<file path="src/rtl/cu_pkg.sv">
// rtl/cu_pkg.sv - shared encodings for the control unit memory path
package cu_pkg;

  typedef enum logic [1:0] {
    IDLE = 2'd0,
    BUSY = 2'd1,
    DONE = 2'd2
  } state_e;

  typedef enum logic [1:0] {
    SZ_BYTE  = 2'd0,
    SZ_HALF  = 2'd1,
    SZ_WORD  = 2'd2,
    SZ_DWORD = 2'd3
  } size_e;

  typedef enum logic {
    REQ_IF = 1'b0,
    REQ_D  = 1'b1
  } req_id_e;

endpackage

</file>
<file path="src/rtl/mem_port_arbiter_if.sv">
// rtl/mem_port_arbiter_if.sv - requester and memory-port signals of the arbiter
interface mem_port_arbiter_if #(
  parameter int AW = 32
);
  logic          if_req;
  logic [AW-1:0] if_addr;
  logic          if_ack;
  logic          if_err;
  logic [31:0]   if_rdata;
  logic          d_req;
  logic          d_we;
  logic [1:0]    d_size;
  logic [AW-1:0] d_addr;
  logic [31:0]   d_wdata;
  logic          d_ack;
  logic          d_err;
  logic [31:0]   d_rdata;
  logic          MFA;
  logic          mem_rw;
  logic [1:0]    mem_size;
  logic [AW-1:0] mem_addr;
  logic [31:0]   mem_wdata;
  logic [31:0]   mem_rdata;
  logic          MFC;

  // master: the arbiter itself; slave: control unit plus memory model
  modport master (
    input  if_req, if_addr, d_req, d_we, d_size, d_addr, d_wdata, mem_rdata, MFC,
    output if_ack, if_err, if_rdata, d_ack, d_err, d_rdata,
           MFA, mem_rw, mem_size, mem_addr, mem_wdata
  );

  modport slave (
    output if_req, if_addr, d_req, d_we, d_size, d_addr, d_wdata, mem_rdata, MFC,
    input  if_ack, if_err, if_rdata, d_ack, d_err, d_rdata,
           MFA, mem_rw, mem_size, mem_addr, mem_wdata
  );
endinterface

</file>
<file path="src/rtl/mem_align_check.sv">
// rtl/mem_align_check.sv - flags accesses whose address is not aligned to their size
module mem_align_check
  import cu_pkg::*;
(
  input  logic [1:0] size_i,
  input  logic [1:0] addr_lo_i,
  output logic       misaligned_o
);

  always_comb begin
    misaligned_o = 1'b0;
    case (size_i)
      SZ_HALF:           misaligned_o = addr_lo_i[0];
      SZ_WORD, SZ_DWORD: misaligned_o = |addr_lo_i;
      default:           misaligned_o = 1'b0;
    endcase
  end

endmodule

</file>
<file path="src/rtl/mem_port_arbiter.sv">
// rtl/mem_port_arbiter.sv - shares the MFA/MFC memory port between fetch and data requesters
module mem_port_arbiter
  import cu_pkg::*;
#(
  parameter int TIMEOUT = 16,
  parameter int AW      = 32
) (
  input logic                 Clk,
  input logic                 Reset,
  mem_port_arbiter_if.master  bus
);

  state_e        state_q;
  req_id_e       gnt_q;
  req_id_e       last_grant_q;
  logic [7:0]    cnt_q;
  logic          mfa_q;
  logic          rw_q;
  logic [1:0]    size_q;
  logic [AW-1:0] addr_q;
  logic [31:0]   wdata_q;
  logic          if_ack_q, if_err_q, d_ack_q, d_err_q;
  logic [31:0]   if_rdata_q, d_rdata_q;

  req_id_e       sel_d;
  logic [1:0]    size_d;
  logic [AW-1:0] addr_d;
  logic          rw_d;
  logic [31:0]   wdata_d;
  logic          misaligned;

  // Under contention the requester that did not win last time gets the port.
  always_comb begin
    sel_d   = REQ_IF;
    if (bus.d_req && (!bus.if_req || last_grant_q == REQ_IF)) sel_d = REQ_D;
    size_d  = SZ_WORD;
    addr_d  = bus.if_addr;
    rw_d    = 1'b0;
    wdata_d = '0;
    if (sel_d == REQ_D) begin
      size_d  = (bus.d_size == SZ_DWORD) ? SZ_WORD : bus.d_size;
      addr_d  = bus.d_addr;
      rw_d    = bus.d_we;
      wdata_d = bus.d_wdata;
    end
  end

  mem_align_check u_align (
    .size_i       (size_d),
    .addr_lo_i    (addr_d[1:0]),
    .misaligned_o (misaligned)
  );

  always_ff @(posedge Clk) begin
    if (Reset) begin
      state_q      <= IDLE;
      gnt_q        <= REQ_IF;
      last_grant_q <= REQ_IF;
      cnt_q        <= '0;
      mfa_q        <= 1'b0;
      rw_q         <= 1'b0;
      size_q       <= '0;
      addr_q       <= '0;
      wdata_q      <= '0;
      if_ack_q     <= 1'b0;
      if_err_q     <= 1'b0;
      d_ack_q      <= 1'b0;
      d_err_q      <= 1'b0;
      if_rdata_q   <= '0;
      d_rdata_q    <= '0;
    end else begin
      if_ack_q <= 1'b0;
      if_err_q <= 1'b0;
      d_ack_q  <= 1'b0;
      d_err_q  <= 1'b0;
      unique case (state_q)
        IDLE: begin
          if (bus.if_req || bus.d_req) begin
            gnt_q        <= sel_d;
            last_grant_q <= sel_d;
            addr_q       <= addr_d;
            size_q       <= size_d;
            rw_q         <= rw_d;
            wdata_q      <= wdata_d;
            if (misaligned) begin
              state_q <= DONE;
              if (sel_d == REQ_D) begin
                d_ack_q <= 1'b1;
                d_err_q <= 1'b1;
              end else begin
                if_ack_q <= 1'b1;
                if_err_q <= 1'b1;
              end
            end else begin
              state_q <= BUSY;
              mfa_q   <= 1'b1;
            end
          end
        end
        BUSY: begin
          // MFC takes priority over a timeout landing on the same cycle.
          if (bus.MFC) begin
            mfa_q   <= 1'b0;
            state_q <= DONE;
            if (gnt_q == REQ_D) begin
              d_ack_q <= 1'b1;
              if (!rw_q) d_rdata_q <= bus.mem_rdata;
            end else begin
              if_ack_q   <= 1'b1;
              if_rdata_q <= bus.mem_rdata;
            end
          end else if (cnt_q == 8'(TIMEOUT - 1)) begin
            mfa_q   <= 1'b0;
            state_q <= DONE;
            if (gnt_q == REQ_D) begin
              d_ack_q <= 1'b1;
              d_err_q <= 1'b1;
            end else begin
              if_ack_q <= 1'b1;
              if_err_q <= 1'b1;
            end
          end else begin
            cnt_q <= cnt_q + 8'd1;
          end
        end
        DONE: begin
          cnt_q   <= '0;
          state_q <= IDLE;
        end
        default: state_q <= IDLE;
      endcase
    end
  end

  assign bus.MFA       = mfa_q;
  assign bus.mem_rw    = rw_q;
  assign bus.mem_size  = size_q;
  assign bus.mem_addr  = addr_q;
  assign bus.mem_wdata = wdata_q;
  assign bus.if_ack    = if_ack_q;
  assign bus.if_err    = if_err_q;
  assign bus.if_rdata  = if_rdata_q;
  assign bus.d_ack     = d_ack_q;
  assign bus.d_err     = d_err_q;
  assign bus.d_rdata   = d_rdata_q;

endmodule

</file>
<file path="src/flat_wrapper.sv">
// flat-port wrapper written by rule: the top's interface ports become plain ports
module mem_port_arbiter_flat import cu_pkg::*;
#(
  parameter int TIMEOUT = 16,
  parameter int AW      = 32
)
  (Clk, Reset, bus_if_req, bus_if_addr, bus_d_req, bus_d_we, bus_d_size, bus_d_addr, bus_d_wdata, bus_mem_rdata, bus_MFC, bus_if_ack, bus_if_err, bus_if_rdata, bus_d_ack, bus_d_err, bus_d_rdata, bus_MFA, bus_mem_rw, bus_mem_size, bus_mem_addr, bus_mem_wdata);
  mem_port_arbiter_if #(.AW(AW)) bus_i ();
  input logic Clk;
  input logic Reset;
  input wire logic [$bits(bus_i.if_req)-1:0] bus_if_req;
  input wire logic [$bits(bus_i.if_addr)-1:0] bus_if_addr;
  input wire logic [$bits(bus_i.d_req)-1:0] bus_d_req;
  input wire logic [$bits(bus_i.d_we)-1:0] bus_d_we;
  input wire logic [$bits(bus_i.d_size)-1:0] bus_d_size;
  input wire logic [$bits(bus_i.d_addr)-1:0] bus_d_addr;
  input wire logic [$bits(bus_i.d_wdata)-1:0] bus_d_wdata;
  input wire logic [$bits(bus_i.mem_rdata)-1:0] bus_mem_rdata;
  input wire logic [$bits(bus_i.MFC)-1:0] bus_MFC;
  output wire logic [$bits(bus_i.if_ack)-1:0] bus_if_ack;
  output wire logic [$bits(bus_i.if_err)-1:0] bus_if_err;
  output wire logic [$bits(bus_i.if_rdata)-1:0] bus_if_rdata;
  output wire logic [$bits(bus_i.d_ack)-1:0] bus_d_ack;
  output wire logic [$bits(bus_i.d_err)-1:0] bus_d_err;
  output wire logic [$bits(bus_i.d_rdata)-1:0] bus_d_rdata;
  output wire logic [$bits(bus_i.MFA)-1:0] bus_MFA;
  output wire logic [$bits(bus_i.mem_rw)-1:0] bus_mem_rw;
  output wire logic [$bits(bus_i.mem_size)-1:0] bus_mem_size;
  output wire logic [$bits(bus_i.mem_addr)-1:0] bus_mem_addr;
  output wire logic [$bits(bus_i.mem_wdata)-1:0] bus_mem_wdata;
  assign bus_i.if_req = bus_if_req;
  assign bus_i.if_addr = bus_if_addr;
  assign bus_i.d_req = bus_d_req;
  assign bus_i.d_we = bus_d_we;
  assign bus_i.d_size = bus_d_size;
  assign bus_i.d_addr = bus_d_addr;
  assign bus_i.d_wdata = bus_d_wdata;
  assign bus_i.mem_rdata = bus_mem_rdata;
  assign bus_i.MFC = bus_MFC;
  assign bus_if_ack = bus_i.if_ack;
  assign bus_if_err = bus_i.if_err;
  assign bus_if_rdata = bus_i.if_rdata;
  assign bus_d_ack = bus_i.d_ack;
  assign bus_d_err = bus_i.d_err;
  assign bus_d_rdata = bus_i.d_rdata;
  assign bus_MFA = bus_i.MFA;
  assign bus_mem_rw = bus_i.mem_rw;
  assign bus_mem_size = bus_i.mem_size;
  assign bus_mem_addr = bus_i.mem_addr;
  assign bus_mem_wdata = bus_i.mem_wdata;
  mem_port_arbiter #(.TIMEOUT(TIMEOUT), .AW(AW)) u_core (.Clk(Clk), .Reset(Reset), .bus(bus_i));
endmodule
</file>
<file path="config.mk">
export PLATFORM = sky130hd
export DESIGN_NAME = mem_port_arbiter_flat
export DESIGN_NICKNAME = d
export VERILOG_FILES = /design/src/rtl/cu_pkg.sv /design/src/rtl/mem_port_arbiter_if.sv /design/src/rtl/mem_align_check.sv /design/src/rtl/mem_port_arbiter.sv /design/src/flat_wrapper.sv
export SDC_FILE = /design/constraint.sdc
export NUM_CORES = 1
export LEC_CHECK = 0
export CAP_MARGIN = 20
export CORE_MARGIN = 2
export CORE_UTILIZATION = 40
export CTS_BUF_LIST = sky130_fd_sc_hd__clkbuf_8
export DETAILED_ROUTE_END_ITERATION = 8
export PLACE_DENSITY_LB_ADDON = 0.08
export SLEW_MARGIN = 5
export SYNTH_ARGS = -nofsm -noshare
export SYNTH_HDL_FRONTEND = slang
export SYNTH_SLANG_ARGS = --single-unit
</file>
<file path="constraint.sdc">
create_clock -name Clk -period 2.3 [get_ports Clk]
set_clock_uncertainty 0.1 [all_clocks]
set_input_delay 0.23 -clock Clk [delete_from_list [all_inputs] [get_ports Clk]]
set_output_delay 0.23 -clock Clk [all_outputs]
set_load 0.1 [all_outputs]
</file>
Word level (Yosys, flattened, before mapping)

Cells that the tools add are included.

Register bits after elaboration: 147
Input bits: 136
Output and inout bits: 136
Word-level logic and storage cells: 82

Add/sub/neg operators: 1
Eq/ne operators: 12
Muxes and demuxes: 38
Bitwise logic cells: 2
Reductions and logical operators: 15

Operators with widths:

| kind                                                                    | number |
|---|---|
| 32-bit two-way mux                                                      | 2 |
| 1-bit two-way mux                                                       | 20 |
| 8-bit two-way mux                                                       | 2 |
| 8-bit one-hot mux with 2 select lines                                   | 1 |
| 2-bit two-way mux                                                       | 6 |
| 1-bit one-hot mux with 2 select lines                                   | 6 |
| 8-bit by 1-bit adder with 8-bit output, second input constant           | 1 |
| 2-bit == test, second input constant                                    | 4 |
| 8-bit by 4-bit == test with 1-bit output, second input constant         | 1 |
| 4-bit AND reduction                                                     | 2 |
| 2-bit inequality test, second input constant                            | 3 |
| 3-bit AND reduction                                                     | 2 |
| 2-bit by 1-bit == test with 1-bit output, second input constant         | 2 |
| 2-bit one-hot mux with 2 select lines                                   | 1 |
| 2-bit AND reduction                                                     | 2 |
| 2-bit nonzero test                                                      | 2 |
| 2-bit OR reduction                                                      | 2 |
| 3-bit by 2-bit inequality test with 1-bit output, second input constant | 1 |
| 2-bit zero test                                                         | 1 |
| 1-bit logical OR                                                        | 2 |
| 2-bit by 1-bit inequality test with 1-bit output, second input constant | 1 |
| 1-bit inverter                                                          | 2 |
| 1-bit logical AND                                                       | 1 |
| 1-bit zero test                                                         | 1 |

Longest topological paths before layout

Gate-level depths: netlist (run 1).

Word-level depth: 11
Mapped depth: 7
Mapped depth without buffers: 5

By module

From an unflattened synthesis (run 1), not the netlist that was laid out.

Cells, all modules: 638
Area, all modules: 5509.0 um2

By module, submodules not included:

| module           | instances | cells an instance | area an instance (um2) | seq. area each (um2) |
|---|---|---|---|---|
| mem_port_arbiter | 1         | 635               | 5496.5                 | 2942.8 |
| mem_align_check  | 1         | 3                 | 12.5                   | 0.0 |

Worst setup path before layout (run 1)

Ideal clock, no wire load.

Path type: register to register
From: register u_core.rw_q (netlist: u_core.bus.mem_rw)
To: register u_core.d_rdata_q[20] (netlist: u_core.bus.d_rdata[20])
Library setup time: 71 ps
Arrival time: 1731 ps
Required time: 2129 ps
Path slack: 398 ps
Stages on the path, launching flop included: 6
Path buffers: 2
Period minus slack after synthesis: 1902 ps
Path through: dfxtp_1 -> or3b_1 -> clkbuf_1 -> buf_2 -> nand2_1 -> a21oi_1

Cells in the longest elaborated chain, start to end: 2

Ends and longest elaborated chain:

| element                              | line                    | text |
|---|---|---|
| from (decl)                          | mem_port_arbiter.sv:18  | `logic rw_q;` |
| from (signal assigned)               | mem_port_arbiter.sv:83  | `rw_q <= rw_d;` |
| 1-bit inverter (no source line)      | -                       |  |
| 4-bit AND reduction (no source line) | -                       |  |
| to (signal assigned)                 | mem_port_arbiter.sv:107 | `if (!rw_q) d_rdata_q <= bus.mem_rdata;` |
| to (decl)                            | mem_port_arbiter.sv:23  | `logic [31:0] if_rdata_q, d_rdata_q;` |

No other way between the ends.
A chain may end at the register's enable or synchronous reset.

Final worst setup path (run 1)

From: register u_core.state_q[0]
To: register u_core.if_rdata_q[19] (netlist: u_core.bus.if_rdata[19])

Cells in the longest elaborated chain, start to end: 2

Ends and longest elaborated chain:

| element                                  | line                    | text |
|---|---|---|
| from (decl)                              | mem_port_arbiter.sv:13  | `state_e state_q;` |
| from (signal assigned)                   | mem_port_arbiter.sv:56  | `state_q <= IDLE;` |
| from (signal assigned)                   | mem_port_arbiter.sv:86  | `state_q <= DONE;` |
| from (signal assigned)                   | mem_port_arbiter.sv:95  | `state_q <= BUSY;` |
| 2-bit by 1-bit == test with 1-bit output | mem_port_arbiter.sv:76  | `unique case (state_q)` |
| 3-bit AND reduction (no source line)     | -                       |  |
| to (signal assigned)                     | mem_port_arbiter.sv:110 | `if_rdata_q <= bus.mem_rdata;` |
| to (decl)                                | mem_port_arbiter.sv:23  |  |

No other way between the ends.

==> results of run 1 <==
==> worst min path at each step <==
stage / slack (ps) / end
CTS: 230 / u_core.bus.if_rdata[20]
floorplan: 270 / u_core.bus.if_rdata[10]
global route: 250 / u_core.bus.if_rdata[16]
finish: 260 / u_core.bus.d_rdata[20]
detailed placement: 350 / u_core.bus.d_rdata[28]
global placement: 340 / u_core.bus.if_rdata[17]
==> worst register-to-register path: stages, from the launching register on <==
cell	delay [ps]
dfxtp_1	400
buf_4	200
inv_2	80
or4b_1	510
buf_4	260
nand2_1	140
a21oi_1	70
==> through the flow <==
step            util  total power [mW]
2_1_floorplan      -              4.24
5_1_grt        0.635              7.14
6_report       0.635              6.88
3_5_place_dp   0.602              4.86
4_1_cts        0.634              6.94
3_3_place_gp   0.602              4.84
==> cell type report <==
class	instances	area [µm²]
Fill cell	1149	4800
Multi-Input combinational cell	402	2180
Sequential cell	147	2940
Clock inverter	14	164
Inverter	2	7.51
Timing Repair Buffer	292	2570
Clock buffer	18	248
Tap cell	176	220
==> registers in the layout (all words and copies together) (netlist names), 2 cells and up <==
register	cells
u_core.state_q	2
u_core.cnt_q	8
u_core.bus.if_rdata	32
u_core.bus.mem_wdata	32
u_core.bus.mem_size	2
u_core.bus.mem_addr	32
u_core.bus.d_rdata	32
==> metal layers <==
layer / vias to the layer above / track usage / routed length (µm) / part of all wire
li1: 2617 / - / - / -
met1: 2483 / 0.266 / 6700 / 0.40
met2: 241 / 0.379 / 8020 / 0.48
met3: 30 / 0.0824 / 1440 / 0.087
met4: 0 / 0.101 / 466 / 0.028
met5: - / 0 / 0 / 0
==> synthesized netlist by cell type, drive strengths merged (3+ instances only) <==
master and instances:
buf 28, nor3 6, clkbuf 22, xnor2 4, o21ai 3, a22oi 34, a211oi 4, nand2 132
dfxtp 147, o21a 5, mux2i 3, a222oi 30, nor3b 3, nor2 81, a21oi 72
==> report_power, final <==
group	internal [mW]	total, mW	switching, mW
logic	0.588	2.03	1.45
clock network	1.10	2.07	0.972
registers	2.69	2.78	0.0871
==> logic make-up (layout without fill, tap and decap cells) <==
group                      after synthesis  in the layout  share of synthesized area
AOI/OAI and AO/OA                      154            154                      0.199
xor gates and xnor gates                 5              5                    0.00822
adders and majority gates                1              1                    0.00235
buffers and inverters                   52            326                     0.0451
DFF                                    147            147                      0.552
muxes                                    3              3                    0.00563
and+or+nand+nor                        239            239                      0.188
==> what timing repair did <==
| item | in CTS | in global routing |
|---|---|---|
| hold buffers | 1 | 0 |
| endpoints found under the hold margin | 9 | 0 |
| endpoints found under the setup margin | 0 | 0 |
==> run metrics, run 1 <==
buffers and inverters on the worst path 3; part of the Yosys area used for sequential elements 0.552; H-tree Lvls 4; Num CTS Buffers 17; clk slew on worst S/H paths 80 ps; number of synthesis warnings 0; hold wc startpoint bus_mem_rdata[20]; Cell Area, Placed 7900 µm²; fin cells 1051; crit path cell chain buf_4 > inv_2 > or4b_1 > buf_4 > nand2_1 > a21oi_1; buffers added on ports 271; commonest non-fill, non-tap cell in the layout buf_4; Least-Margin Pin Slew 668 ps; worst r2r path cells 6; post-synthesis cell count 601; Worst Slack Setup Final 420 ps; dpl ws -243 ps; DP Cell Count 1017; Clock Latency Late Sink 430 ps; Cell Pwr Density 825 nW/µm²; GPL Wtd Cong 0.806; synthesized area per cell 8.87 µm²; Synth async-reset ratio 0; CP peak stage delay 510 ps; Crit Path Class reg2reg; largest net degree at the start of global routing 82; Lkg Pwr 3.34 nW; Yosys reg bits 147; crit path time final 1880 ps; distinct cell type count after synthesis 41; Worst R2R Setup Slack 420 ps; Crit path max-delay family simple AND/OR/NAND/NOR gates; Crit path top cell by count buf_4; post-cts resize count 0; die width 119 µm; Slew HR 0.551; Slew Viols, Final 0; CTS tree done; CP Capture Type register; Clock Path Buffers 2; gr ovfl total 0; maximum vdd drop 0.406 mV; Starting DRT DRC Count 403; Final Hold Vio Count 0; layout cells sized above 1 0.226; Sink Count 147; layout net count 999; synth-to-layout area growth 56.4%; Via density 5.11; cell taking the most area after synthesis dfxtp_1; Hold Path Cell Cnt 3; status finished clean; synthesized area 5330 µm²; Net Count, Synth 738; Routed wire per std cell 15.8 µm; setup TNS 0 ps; Worst Path Max Fanout 32; Final Cell Area 8340 µm²; crit share post-route 0.817; WP depth 6; number of synthesized flops with an enable pin 0; worst path required time 2510 ps; WP data arrival 2090 ps; Critical Path Source Type register; worst flop-to-flop path startpoint u_core.state_q[0]; DRC 0; die area 14300 µm²; CP Capture Point u_core.bus.if_rdata[19]; CTS root buf clkbuf_8; reg2reg end u_core.bus.if_rdata[19]; global-route wire length before repair 25.9 mm; antenna cells 0; Synth top area share 0.552; most frequent cells in the layout 153 x buf_4, 147 x dfxtp_1, 134 x clkdlybuf4s50_1, 132 x nand2_1, 80 x nor2_1; routed vias 5371; GRT Total Usage 0.229; RSZ-0062 raised after global routing false; CP startpoint u_core.state_q[0]; num rows 42; post-route ant nets 0; Starting Density 0.406; hpwl dp 12.0 mm; IO Count 272; Slowest cell on crit path or4b_1; vias in the first global route 5187; most common flop cell mapped by yosys dfxtp_1; drt first pass iters 8; Core ar. 13100 µm²; HP Class in2reg; setup bufs post-CTS 0; initial antenna violation count 0; Hold WS 264 ps; Fmax achieved 532 MHz; Die Span Y 119 µm; ranking of synthesized cells by area dfxtp_1 55%, nand2_1 9.3%, a21oi_1 6.7%, a222oi_1 5.6%, nor2_1 5.6%; MaxCap Viol Count 0; Setup-failing EPs final 0; final WL 16.6 mm
No activity file was read; power rests on OpenSTA's default activity.
==> run 2: changes to the inputs <==
==> constraint.sdc (replaced) <==
create_clock -name Clk -period 1.9 [get_ports Clk]
set_clock_uncertainty 0.1 [all_clocks]
set_input_delay 0.19 -clock Clk [delete_from_list [all_inputs] [get_ports Clk]]
set_output_delay 0.19 -clock Clk [all_outputs]
set_load 0.1 [all_outputs]
==> run metrics, run 2 (synthesis gave the netlist of run 1 again) <==
largest net degree at the start of global routing 53; H-tree Lvls 4; Slew Viols, Final 0; Sink Count 147; worst path required time 2130 ps; Crit Path Class reg2reg; num rows 42; initial antenna violation count 1; global-route wire length before repair 25.7 mm; DRC 0; switching part of the total 0.351; NetSw 3.06 mW; Die Span Y 119 µm; Starting Density 0.406; gr ovfl total 0; MaxCap Viol Count 0; Clock Path Buffers 2; Critical Path Source Type register; die area 14300 µm²; crit share post-route 0.930; hold wc startpoint Reset; clock share of power 0.324; Flop pwr share 0.388; buffers added on ports 271; clk slew on worst S/H paths 80 ps; crit path time final 1770 ps; Setup-failing EPs final 0; final WL 16.7 mm; Starting DRT DRC Count 407; drt first pass iters 6; RSZ-0062 raised after global routing false; Fmax achieved 566 MHz; post-route ant nets 0; Core ar. 13100 µm²; Cell Pwr Density 1020 nW/µm²; Via density 5.12; hpwl dp 12.0 mm; CTS tree done; commonest non-fill, non-tap cell in the layout buf_4; WP data arrival 2000 ps; GPL Wtd Cong 0.794; Least-Margin Pin Slew 475 ps; CP startpoint u_core.state_q[0]; most frequent cells in the layout 152 x buf_4, 145 x dfxtp_1, 134 x clkdlybuf4s50_1, 132 x nand2_1, 80 x nor2_1; vias in the first global route 5205; Final Hold Vio Count 0; setup TNS 0 ps; synth-to-layout area growth 60.0%; Routed wire per std cell 15.8 µm; overall power 8.70 mW; die width 119 µm; combinational share of power 0.288; layout net count 1004; Num CTS Buffers 17; HP Class in2reg; CTS root buf clkbuf_8; Internal Power 5.64 mW; layout cells sized above 1 0.235; GRT Total Usage 0.228; worst flop-to-flop path startpoint u_core.state_q[0]; maximum vdd drop 0.623 mV; IO Count 272; CP Capture Type register; status finished clean; Lkg Pwr 3.42 nW; Clock Latency Late Sink 440 ps; Slew HR 0.675; routed vias 5409; Worst Path Max Fanout 32
==> run 2: cell type report <==
type	count	area, µm²
Antenna cell	1	2.50
Clock buffer	19	262
Clock inverter	13	205
Fill cell	1120	4610
Inverter	2	7.51
Multi-Input combinational cell	402	2180
Sequential cell	147	2950
Tap cell	176	220
Timing Repair Buffer	297	2700
==> run 2: routing by layer <==
layer	vias to the layer above	global-route usage	wire length (µm)
li1	2636	-	-
met1	2541	0.270	6780
met2	214	0.383	8220
met3	18	0.0819	1430
met4	0	0.0772	249
met5	-	0	0
==> run 2: worst paths after layout <==
path                                                 to  slack [ps]  cells past startpoint
worst min-delay path                       u_core.gnt_q          70                      2
worst max register to register  u_core.bus.if_rdata[14]         130                      5
worst max-delay path            u_core.bus.if_rdata[14]         130                      5
worst min register to register    u_core.bus.d_rdata[4]         360                      2
==> run 2: stage by stage <==
step	cells	hold WS [ps]	utilization	worst slack [ps]	instance area, µm²
floorplan	601	226	-	249	5330
global placement	1024	341	0.613	39.3	8060
detailed placement	1024	347	0.613	4.21	8060
CTS	1056	41.2	0.649	101	8520
global route	1057	61.1	0.649	76.5	8530
finish	1057	67.9	0.649	132	8530
==> run 2: what timing repair did <==
action	in CTS	in global routing
hold buffers	0	0
setup endpoints to repair	0	1
buffers inserted	0	0
gates resized for setup	0	1
==> run 2: power groups by stage <==
stage / logic [mW] / clock network, mW / registers (mW)
2_1_floorplan: 0.514 / 0 / 4.61
3_3_place_gp: 2.48 / 0 / 3.43
3_5_place_dp: 2.51 / 0 / 3.44
4_1_cts: 2.51 / 2.88 / 3.37
5_1_grt: 2.60 / 3.02 / 3.39
6_report: 2.50 / 2.82 / 3.37
==> run 2: worst max-delay path: stages, from the launching register on <==
cell and delay [ps]:
dfxtp_1 490, inv_2 130, or4b_1 590, buf_12 200, nand2_1 90, a21oi_1 60
==> run 3: changes to the inputs <==
--- a/config.mk
+++ b/config.mk
@@ -7,7 +7,7 @@
 export LEC_CHECK = 0
 export CAP_MARGIN = 20
 export CORE_MARGIN = 2
-export CORE_UTILIZATION = 40
+export CORE_UTILIZATION = 25
 export CTS_BUF_LIST = sky130_fd_sc_hd__clkbuf_8
 export DETAILED_ROUTE_END_ITERATION = 8
 export PLACE_DENSITY_LB_ADDON = 0.08
==> run metrics, run 3 (synthesis gave the netlist of run 1 again) <==
Clock Path Buffers 2; DRC 0; overall power 8.44 mW; RSZ-0062 raised after global routing false; CP Capture Type register; CP startpoint u_core.state_q[0]; maximum vdd drop 0.451 mV; MaxCap Viol Count 0; crit path cell chain inv_2 > or4b_1 > buf_12 > nand2_1 > a21oi_1; routed vias 5448; drt first pass iters 5; combinational share of power 0.298; Least-Margin Pin Slew 428 ps; IO Count 272; NetSw 3.17 mW; CTS tree done; switching part of the total 0.375; Slowest cell on crit path or4b_1; post-route ant nets 0; Fmax achieved 564 MHz; WP data arrival 2000 ps; fin cells 1157; Slew HR 0.707; initial antenna violation count 0; DP Cell Count 1124; status finished clean; worst flop-to-flop path startpoint u_core.state_q[0]; Die Span Y 150 µm; post-cts resize count 0; Flop pwr share 0.399; Setup-failing EPs final 0; layout cells sized above 1 0.234; die width 150 µm; num rows 53; setup TNS 0 ps; Clock Latency Late Sink 440 ps; Starting DRT DRC Count 329; global-route wire length before repair 28.0 mm; hpwl dp 13.0 mm; final WL 18.3 mm; Sink Count 147; CP peak stage delay 590 ps; GPL Wtd Cong 0.765; reg2reg end u_core.bus.if_rdata[11]; worst path required time 2120 ps; clk slew on worst S/H paths 90 ps; gr ovfl total 0; clock share of power 0.302; Starting Density 0.254; HP Class in2reg; Hold WS 224 ps; Lkg Pwr 3.40 nW; Worst Path Max Fanout 32; crit share post-route 0.934; Internal Power 5.27 mW; Final Hold Vio Count 0; Worst R2R Setup Slack 130 ps; CTS root buf clkbuf_8; layout net count 1006; CP Capture Point u_core.bus.if_rdata[11]; vias in the first global route 5461; most frequent cells in the layout 154 x buf_4, 146 x dfxtp_1, 134 x clkdlybuf4s50_1, 132 x nand2_1, 80 x nor2_1; Final Cell Area 8600 µm²; Core ar. 21000 µm²; worst r2r path cells 5; Via density 4.71; die area 22500 µm²; antenna cells 0; Slew Viols, Final 0; largest net degree at the start of global routing 71; Cell Pwr Density 981 nW/µm²; commonest non-fill, non-tap cell in the layout buf_4; Num CTS Buffers 17; Crit Path Class reg2reg; buffers added on ports 271; crit path time final 1770 ps; GRT Total Usage 0.159; Routed wire per std cell 15.8 µm; Critical Path Source Type register; H-tree Lvls 4; setup bufs post-CTS 0; Cell Area, Placed 8180 µm²; synth-to-layout area growth 61.3%
-- run 3: changes by cell type in the layout (fill, tap and decap cells not counted), sizes merged --
cell,delta
diode,-1
clkinvlp,-1
dlygate4sd3,+1
inv,+4
bufinv,-3
buf,+1
-- run 3: routing by layer --
layer,vias up,track usage,part of all wire
met1,2594,0.177,0.41
met4,0,0.0467,0.015
met2,207,0.274,0.48
met5,-,0,0
li1,2629,-,-
met3,18,0.0683,0.094
-- run 3: worst min path at each step --
| stage | endpoint | start | slack (ps) | cells after the start |
|---|---|---|---|---|
| after detailed placement | u_core.bus.d_rdata[8] | u_core.bus.d_rdata[8] | 350 | 2 |
| after floorplan | u_core.bus.if_rdata[10] | bus_mem_rdata[10] | 230 | 2 |
| after global routing | u_core.bus.if_rdata[17] | bus_mem_rdata[17] | 180 | 3 |
| after CTS | u_core.bus.if_rdata[17] | bus_mem_rdata[17] | 180 | 3 |
| final | u_core.bus.if_rdata[2] | bus_mem_rdata[2] | 220 | 3 |
| after global placement | u_core.bus.d_rdata[29] | u_core.bus.d_rdata[29] | 350 | 2 |
-- run 3: metrics by stage --
step	worst slack (ps)	util
2_1_floorplan	249	-
3_3_place_gp	59.7	0.390
3_5_place_dp	-9.95	0.390
4_1_cts	114	0.410
5_1_grt	21.8	0.410
6_report	126	0.410
-- run 3: what timing repair did --
item,CTS,global route
hold endpoints to repair,3,0
hold buffers,1,0
setup endpoints to repair,0,0
-- run 3: power groups by stage --
stage | Combinational, mW | Clock, mW | Sequential, mW
after floorplan | 0.514 | 0 | 4.61
after global placement | 2.51 | 0 | 3.43
after detailed placement | 2.53 | 0 | 3.44
after CTS | 2.54 | 2.65 | 3.37
after global routing | 2.64 | 2.78 | 3.39
final | 2.52 | 2.55 | 3.37
-- run 3: cell type report --
| class | count | area [µm²] |
|---|---|---|
| Inverter | 2 | 7.51 |
| Clock buffer | 19 | 262 |
| Sequential cell | 147 | 2940 |
| Multi-Input combinational cell | 402 | 2180 |
| Fill cell | 2137 | 12400 |
| Clock inverter | 13 | 151 |
| Tap cell | 275 | 344 |
| Timing Repair Buffer | 299 | 2710 |
-- run 3: worst max-delay path, delay by kind of cell (launching register included) --
kind,cells,cell delay [ps]
buf+inv,2,320
compound gates,1,60
simple gates,2,680
flops,1,480
